$ cat src/rtl/bytebeat_mixer_pwm.sv
// Multi-channel PCM mixer: per-channel one-deep buffers feed frame-held samples
// that are mixed (saturating or solo) once per 2^SW-clock frame and rendered as PWM.
`timescale 1ns/1ps
module bytebeat_mixer_pwm #(
    parameter int NCH = 8,
    parameter int SW  = 8
) (
    input  logic                     clk,
    input  logic                     reset,
    input  logic [NCH*SW-1:0]        s_data,
    input  logic [NCH-1:0]           s_vld,
    output logic [NCH-1:0]           s_rdy,
    input  logic [NCH-1:0]           ch_en,
    input  logic [2*NCH-1:0]         ch_att,
    input  logic                     mode,
    input  logic [$clog2(NCH)-1:0]   solo_sel,
    input  logic                     urun_clr,
    output logic [SW-1:0]            mix_out,
    output logic                     mix_vld,
    output logic                     pwm_out,
    output logic [NCH-1:0]           pwm_ch,
    output logic [NCH-1:0]           underrun
);

    localparam int AW = SW + $clog2(NCH) + 1;
    localparam logic [SW-1:0] SMAX = '1;

    logic              run_q, run_d;
    logic [SW-1:0]     cnt_q, cnt_d;
    logic [NCH-1:0]    full_q, full_d;
    logic [SW-1:0]     buf_q [NCH];
    logic [SW-1:0]     buf_d [NCH];
    logic [SW-1:0]     hold_q [NCH];
    logic [SW-1:0]     hold_d [NCH];
    logic [SW-1:0]     mix_q, mix_d;
    logic              mix_vld_q, mix_vld_d;
    logic              pwm_q, pwm_d;
    logic [NCH-1:0]    pwm_ch_q, pwm_ch_d;
    logic [NCH-1:0]    urun_q, urun_d;

    logic [NCH-1:0]    xfer;
    logic              last;
    logic              frame0;
    logic [AW-1:0]     acc;
    logic [SW-1:0]     shv;
    logic [SW-1:0]     solo_v;
    logic [SW-1:0]     mix_val;

    always_comb begin
        // run_q gates the first post-reset edge so the frame starts at cnt == 0
        s_rdy    = run_q ? ~full_q : '0;
        xfer     = s_vld & s_rdy;
        last     = run_q && (cnt_q == SMAX);
        frame0   = run_q && (cnt_q == '0);
        run_d    = 1'b1;
        cnt_d    = run_q ? cnt_q + SW'(1) : '0;
        full_d   = full_q;
        buf_d    = buf_q;
        hold_d   = hold_q;
        urun_d   = urun_q & ~{NCH{urun_clr}};
        pwm_ch_d = '0;
        acc      = '0;
        shv      = '0;
        solo_v   = '0;
        for (int unsigned i = 0; i < NCH; i++) begin
            if (xfer[i]) begin
                buf_d[i]  = s_data[i*SW +: SW];
                full_d[i] = 1'b1;
            end
            // A transfer landing on the LAST cycle fills the buffer and suppresses underrun
            if (last) begin
                if (full_q[i]) begin
                    hold_d[i] = buf_q[i];
                    full_d[i] = 1'b0;
                end else if (!xfer[i]) begin
                    urun_d[i] = 1'b1;
                end
            end
            shv = hold_q[i] >> ch_att[2*i +: 2];
            if (ch_en[i]) acc = acc + AW'(shv);
            if (32'(solo_sel) == i) solo_v = shv;
            pwm_ch_d[i] = (cnt_q < hold_q[i]);
        end
        if (mode) mix_val = solo_v;
        else      mix_val = (acc > AW'(SMAX)) ? SMAX : acc[SW-1:0];
        mix_d     = frame0 ? mix_val : mix_q;
        mix_vld_d = frame0;
        pwm_d     = (cnt_q < mix_q);
    end

    always_ff @(posedge clk or posedge reset) begin
        if (reset) begin
            run_q     <= 1'b0;
            cnt_q     <= '0;
            full_q    <= '0;
            buf_q     <= '{default: '0};
            hold_q    <= '{default: '0};
            mix_q     <= '0;
            mix_vld_q <= 1'b0;
            pwm_q     <= 1'b0;
            pwm_ch_q  <= '0;
            urun_q    <= '0;
        end else begin
            run_q     <= run_d;
            cnt_q     <= cnt_d;
            full_q    <= full_d;
            buf_q     <= buf_d;
            hold_q    <= hold_d;
            mix_q     <= mix_d;
            mix_vld_q <= mix_vld_d;
            pwm_q     <= pwm_d;
            pwm_ch_q  <= pwm_ch_d;
            urun_q    <= urun_d;
        end
    end

    assign mix_out  = mix_q;
    assign mix_vld  = mix_vld_q;
    assign pwm_out  = pwm_q;
    assign pwm_ch   = pwm_ch_q;
    assign underrun = urun_q;

endmodule

$ cat config.mk
export PLATFORM = sky130hd
export DESIGN_NAME = bytebeat_mixer_pwm
export DESIGN_NICKNAME = d
export VERILOG_FILES = /design/src/rtl/bytebeat_mixer_pwm.sv
export SDC_FILE = /design/constraint.sdc
export NUM_CORES = 1
export LEC_CHECK = 0
export CAP_MARGIN = 20
export CORE_ASPECT_RATIO = 0.9
export CORE_MARGIN = 4
export CORE_UTILIZATION = 60
export DETAILED_ROUTE_END_ITERATION = 6
export GPL_TIMING_DRIVEN = 0
export HOLD_SLACK_MARGIN = 0.05
export PLACE_DENSITY = 0.82
export SYNTH_ARGS = -nofsm -noshare
export SYNTH_HDL_FRONTEND = slang
export SYNTH_SLANG_ARGS = --single-unit
$ cat constraint.sdc
create_clock -name clk -period 27 [get_ports clk]
set_input_delay 5.4 -clock clk [delete_from_list [all_inputs] [get_ports clk]]
set_output_delay 5.4 -clock clk [all_outputs]
set_load 0.005 [all_outputs]
==> flow_summary.toml <==
[place]
gp_congestion = 0.932
post_place_setup_slack_ps = 11390
postPlaceCellArea_um2 = 14700
port-buffer-count = 125
total_half_perimeter_wirelength_after_legalization_and_detailed_placement_um = 27300

[clocking]
clock_latency_ps = 440
clock_tree_from_tritoncts = "yes"
ctsRootBufferMaster = "sky130_fd_sc_hd__clkbuf_16"
clock_sink_count = 171
clk_path_buf_depth = 2
post_cts_sizing = 0
cts.htree.levels = 4
clock_pin_slew_on_the_worst_setup_and_hold_paths_ps = 80
cts_inserted_buffers = 17
holdBufCountCts = 0
post-cts-setup-buffer-count = 0

[worst_setup_path]
setup.worst_path.end_class = "flop"
cpMostUsedCell = "sky130_fd_sc_hd__ha_1"
critPathKind = "in -> reg"
cp_data_required_time_ps = 27290
timing.critical_path.arrival_ps = 15610
critPathMaxStageDelay_ps = 520
critical-path-slowest-cell = "sky130_fd_sc_hd__a221oi_4"
worstSetupStartpointType = "input port"
cp_max_fo = 10

[timing]
post-route-min-period_ps = 15310
timing.final.ws_setup_ps = 11690
peak_clock_frequency_supported_by_timing_mhz = 65.3
setup_total_negative_slack_ps = 0
layout_worst_path_cycle_share = 0.567
final_worst_hold_slack_ps = 485
setup_repair_after_global_routing_missed_its_margin = "no"
slew_headroom = 0.357
maxSlewViolCount = 0
worst_pin_slew_ps = 957
final-hold-violation-count = 0
setup_viol_count_final = 0
fin_worst_skew_ps = 11.1

[drt]
routed_wl_um = 35500
drt-met1-wl_um = 16100
detailroute.wirelength.met3_um = 2600
routed.top_layer = "met4"
drcViolationCount = 0
postRouteAntennaNets = 0
via_count = 11131
firstDrtPassIters = 5
routed_via_density = 6.00
dr.first_iter.drc_count = 1034
met2RoutedLength_um = 16200
route.detailed.wl_per_inst_um = 19.1

[floorplan]
chipHeight_um = 148
die-width_um = 164
start_util = 0.607
num_rows = 51
core_um2 = 21600
io-pin-count = 137
die_area_um2 = 24300

[finish]
layout.filler_cells = 1682
postLayoutCellArea_um2 = 15300
layout-area-overhead-vs-synth_pct = 17.1
insertedDiodeCount = 0
layout_cell_share_with_drive_strength_beyond_1 = 0.120
num-nets-final = 1782

[logic_synthesis]
synthTopCellsByArea = "sky130_fd_sc_hd__dfrtp_1 (33%), sky130_fd_sc_hd__ha_1 (12%), sky130_fd_sc_hd__mux2_2 (9.5%), sky130_fd_sc_hd__o21ai_0 (5.1%), sky130_fd_sc_hd__nand2_1 (4.1%)"
synth_area_leader_cell = "sky130_fd_sc_hd__dfrtp_1"
synth_seq_cells = 171
sequential_element_share_of_the_synthesized_area = 0.327
post_synth.cell_area_avg_um2 = 9.31
netlist-cell-type-count = 78
post_synthesis_instance_area_um2 = 13100
yosysWarnings = 0
synth_cells = 1406
postSynth.topFlopCell = "sky130_fd_sc_hd__dfrtp_1"
synth_top_area_frac = 0.327
asyncSetResetFlopFracSynth = 1.00
postSynthNetCount = 1637
synth_edf_count = 0

[min_path]
hold_class = "reg -> reg"

[global_routing]
gr-usage-all-layers = 0.297
wire_length_of_the_first_global_routing_pass_um = 56700
global_route.overflow_total = 0
via_count_of_the_first_global_routing_pass = 10747
pin_count_of_the_biggest_net_entering_global_routing = 118
antenna_found_initial = 0

[pwr]
power.density_nw_per_um2 = 40.7
ir_worst_vdd_uv = 44.1
static-leakage-power_nw = 7.00
total_power_w = 0.000624

[job]
cap_viol_max_count = 0

[status]
outcome = "finished clean"
-- path summary, 6_finish.rpt --
| path | from | to | slack [ps] | cells after the start |
|---|---|---|---|---|
| worst min register to register | buf_q[43] | hold_q[43] | 480 | 2 |
| worst max-delay path | ch_att[3] | mix_out[4] | 11690 | 48 |
| worst max register to register | hold_q[58] | mix_out[4] | 16970 | 45 |
| min in group asynchronous | reset | run_q | 5380 | 2 |
| worst min-delay path | buf_q[43] | hold_q[43] | 480 | 2 |
| max in group asynchronous | reset | buf_q[26] | 20670 | 3 |
-- cell usage in the layout, fill, tap and decap left out, types with 4 or more instances in the layout --
master,count
sky130_fd_sc_hd__dfrtp_1,171
sky130_fd_sc_hd__nand2_1,142
sky130_fd_sc_hd__o21ai_0,134
sky130_fd_sc_hd__clkdlybuf4s50_1,125
sky130_fd_sc_hd__inv_1,123
sky130_fd_sc_hd__ha_1,121
sky130_fd_sc_hd__mux2_2,110
sky130_fd_sc_hd__a21oi_1,83
sky130_fd_sc_hd__nor2_1,77
sky130_fd_sc_hd__clkbuf_1,43
sky130_fd_sc_hd__mux2i_1,42
sky130_fd_sc_hd__nor2b_1,30
sky130_fd_sc_hd__nand2b_1,28
sky130_fd_sc_hd__o21a_1,27
sky130_fd_sc_hd__xnor2_1,23
sky130_fd_sc_hd__a211oi_1,18
sky130_fd_sc_hd__clkbuf_16,17
sky130_fd_sc_hd__mux4_2,16
sky130_fd_sc_hd__o22ai_1,15
sky130_fd_sc_hd__o21ai_1,15
sky130_fd_sc_hd__a21o_1,14
sky130_fd_sc_hd__a21boi_0,14
sky130_fd_sc_hd__nor3_1,13
sky130_fd_sc_hd__and2_1,9
sky130_fd_sc_hd__xor2_1,9
sky130_fd_sc_hd__nand3_1,8
sky130_fd_sc_hd__or3_1,8
sky130_fd_sc_hd__o32ai_1,8
sky130_fd_sc_hd__mux2_4,7
sky130_fd_sc_hd__fa_1,7
sky130_fd_sc_hd__and2_0,6
sky130_fd_sc_hd__o31a_1,5
sky130_fd_sc_hd__a31oi_1,5
sky130_fd_sc_hd__o21bai_1,4
sky130_fd_sc_hd__o31ai_1,4
sky130_fd_sc_hd__clkinv_8,4
-- sequential cells by signal (all words and copies together) (netlist names) --
signal	flops
pwm_out	1
hold_q	64
pwm_ch	8
cnt_q	8
run_q	1
full_q	8
underrun	8
mix_out	8
buf_q	64
mix_vld	1
-- critical path, delay by kind of cell --
kind	cells	cell delay, ps
and+or+nand+nor	9	1400
buffers and inverters	4	980
xor gates and xnor gates	4	510
AOI/OAI and AO/OA	19	3530
adders and majority gates	8	2640
muxes	4	1120
-- Yosys cell counts (9+ instances only) --
library cell                 n
sky130_fd_sc_hd__dfrtp_1   171
sky130_fd_sc_hd__nand2_1   142
sky130_fd_sc_hd__o21ai_0   134
sky130_fd_sc_hd__inv_1     124
sky130_fd_sc_hd__ha_1      121
sky130_fd_sc_hd__mux2_2    110
sky130_fd_sc_hd__a21oi_1    83
sky130_fd_sc_hd__nor2_1     77
sky130_fd_sc_hd__clkbuf_1   43
sky130_fd_sc_hd__mux2i_1    42
sky130_fd_sc_hd__nor2b_1    30
sky130_fd_sc_hd__nand2b_1   28
sky130_fd_sc_hd__o21a_1     27
sky130_fd_sc_hd__xnor2_1    23
sky130_fd_sc_hd__a211oi_1   18
sky130_fd_sc_hd__mux4_2     16
sky130_fd_sc_hd__o21ai_1    15
sky130_fd_sc_hd__o22ai_1    15
sky130_fd_sc_hd__a21boi_0   14
sky130_fd_sc_hd__a21o_1     14
sky130_fd_sc_hd__nor3_1     13
sky130_fd_sc_hd__and2_1      9
sky130_fd_sc_hd__xor2_1      9
-- logic make-up after synthesis --
logic type / Yosys count / synth area share
AOI/OAI and AO/OA: 383 / 0.182
and+or+nand+nor: 336 / 0.118
muxes: 177 / 0.166
buffers and inverters: 173 / 0.0502
DFF: 171 / 0.327
adders and majority gates: 128 / 0.126
xor gates and xnor gates: 37 / 0.0298
other: 1 / 0.000286
-- where the power goes --
group / total [W] / internal, W / switching, W
combinational: 0.000111 / 0.0000546 / 0.0000563
clock: 0.000246 / 0.000126 / 0.000120
sequential: 0.000267 / 0.000262 / 0.00000571
total: 0.000624 / 0.000442 / 0.000182
-- layout make-up --
type | count | area (µm²) | area share
clock inverters | 14 | 155 | 0.0101
well taps | 291 | 364 | 0.0237
inverters | 126 | 480 | 0.0313
flip-flops and latches | 171 | 4280 | 0.279
clock buffers | 18 | 439 | 0.0286
multi-input cells | 1062 | 8160 | 0.532
repair buffers | 126 | 1280 | 0.0834
plain buffers | 47 | 184 | 0.0120
-- layer usage --
layer	vias to the layer above	GRT usage
met3	49	0.0507
met2	410	0.470
met1	5380	0.431
met4	0	0.0679
met5	-	0
li1	5292	-
-- through the flow --
step	instances	util
after floorplan	1406	-
after global placement	1822	0.682
after detailed placement	1823	0.684
after CTS	1855	0.711
after global routing	1855	0.711
final	1855	0.711
No activity file was read; power rests on OpenSTA's default activity.
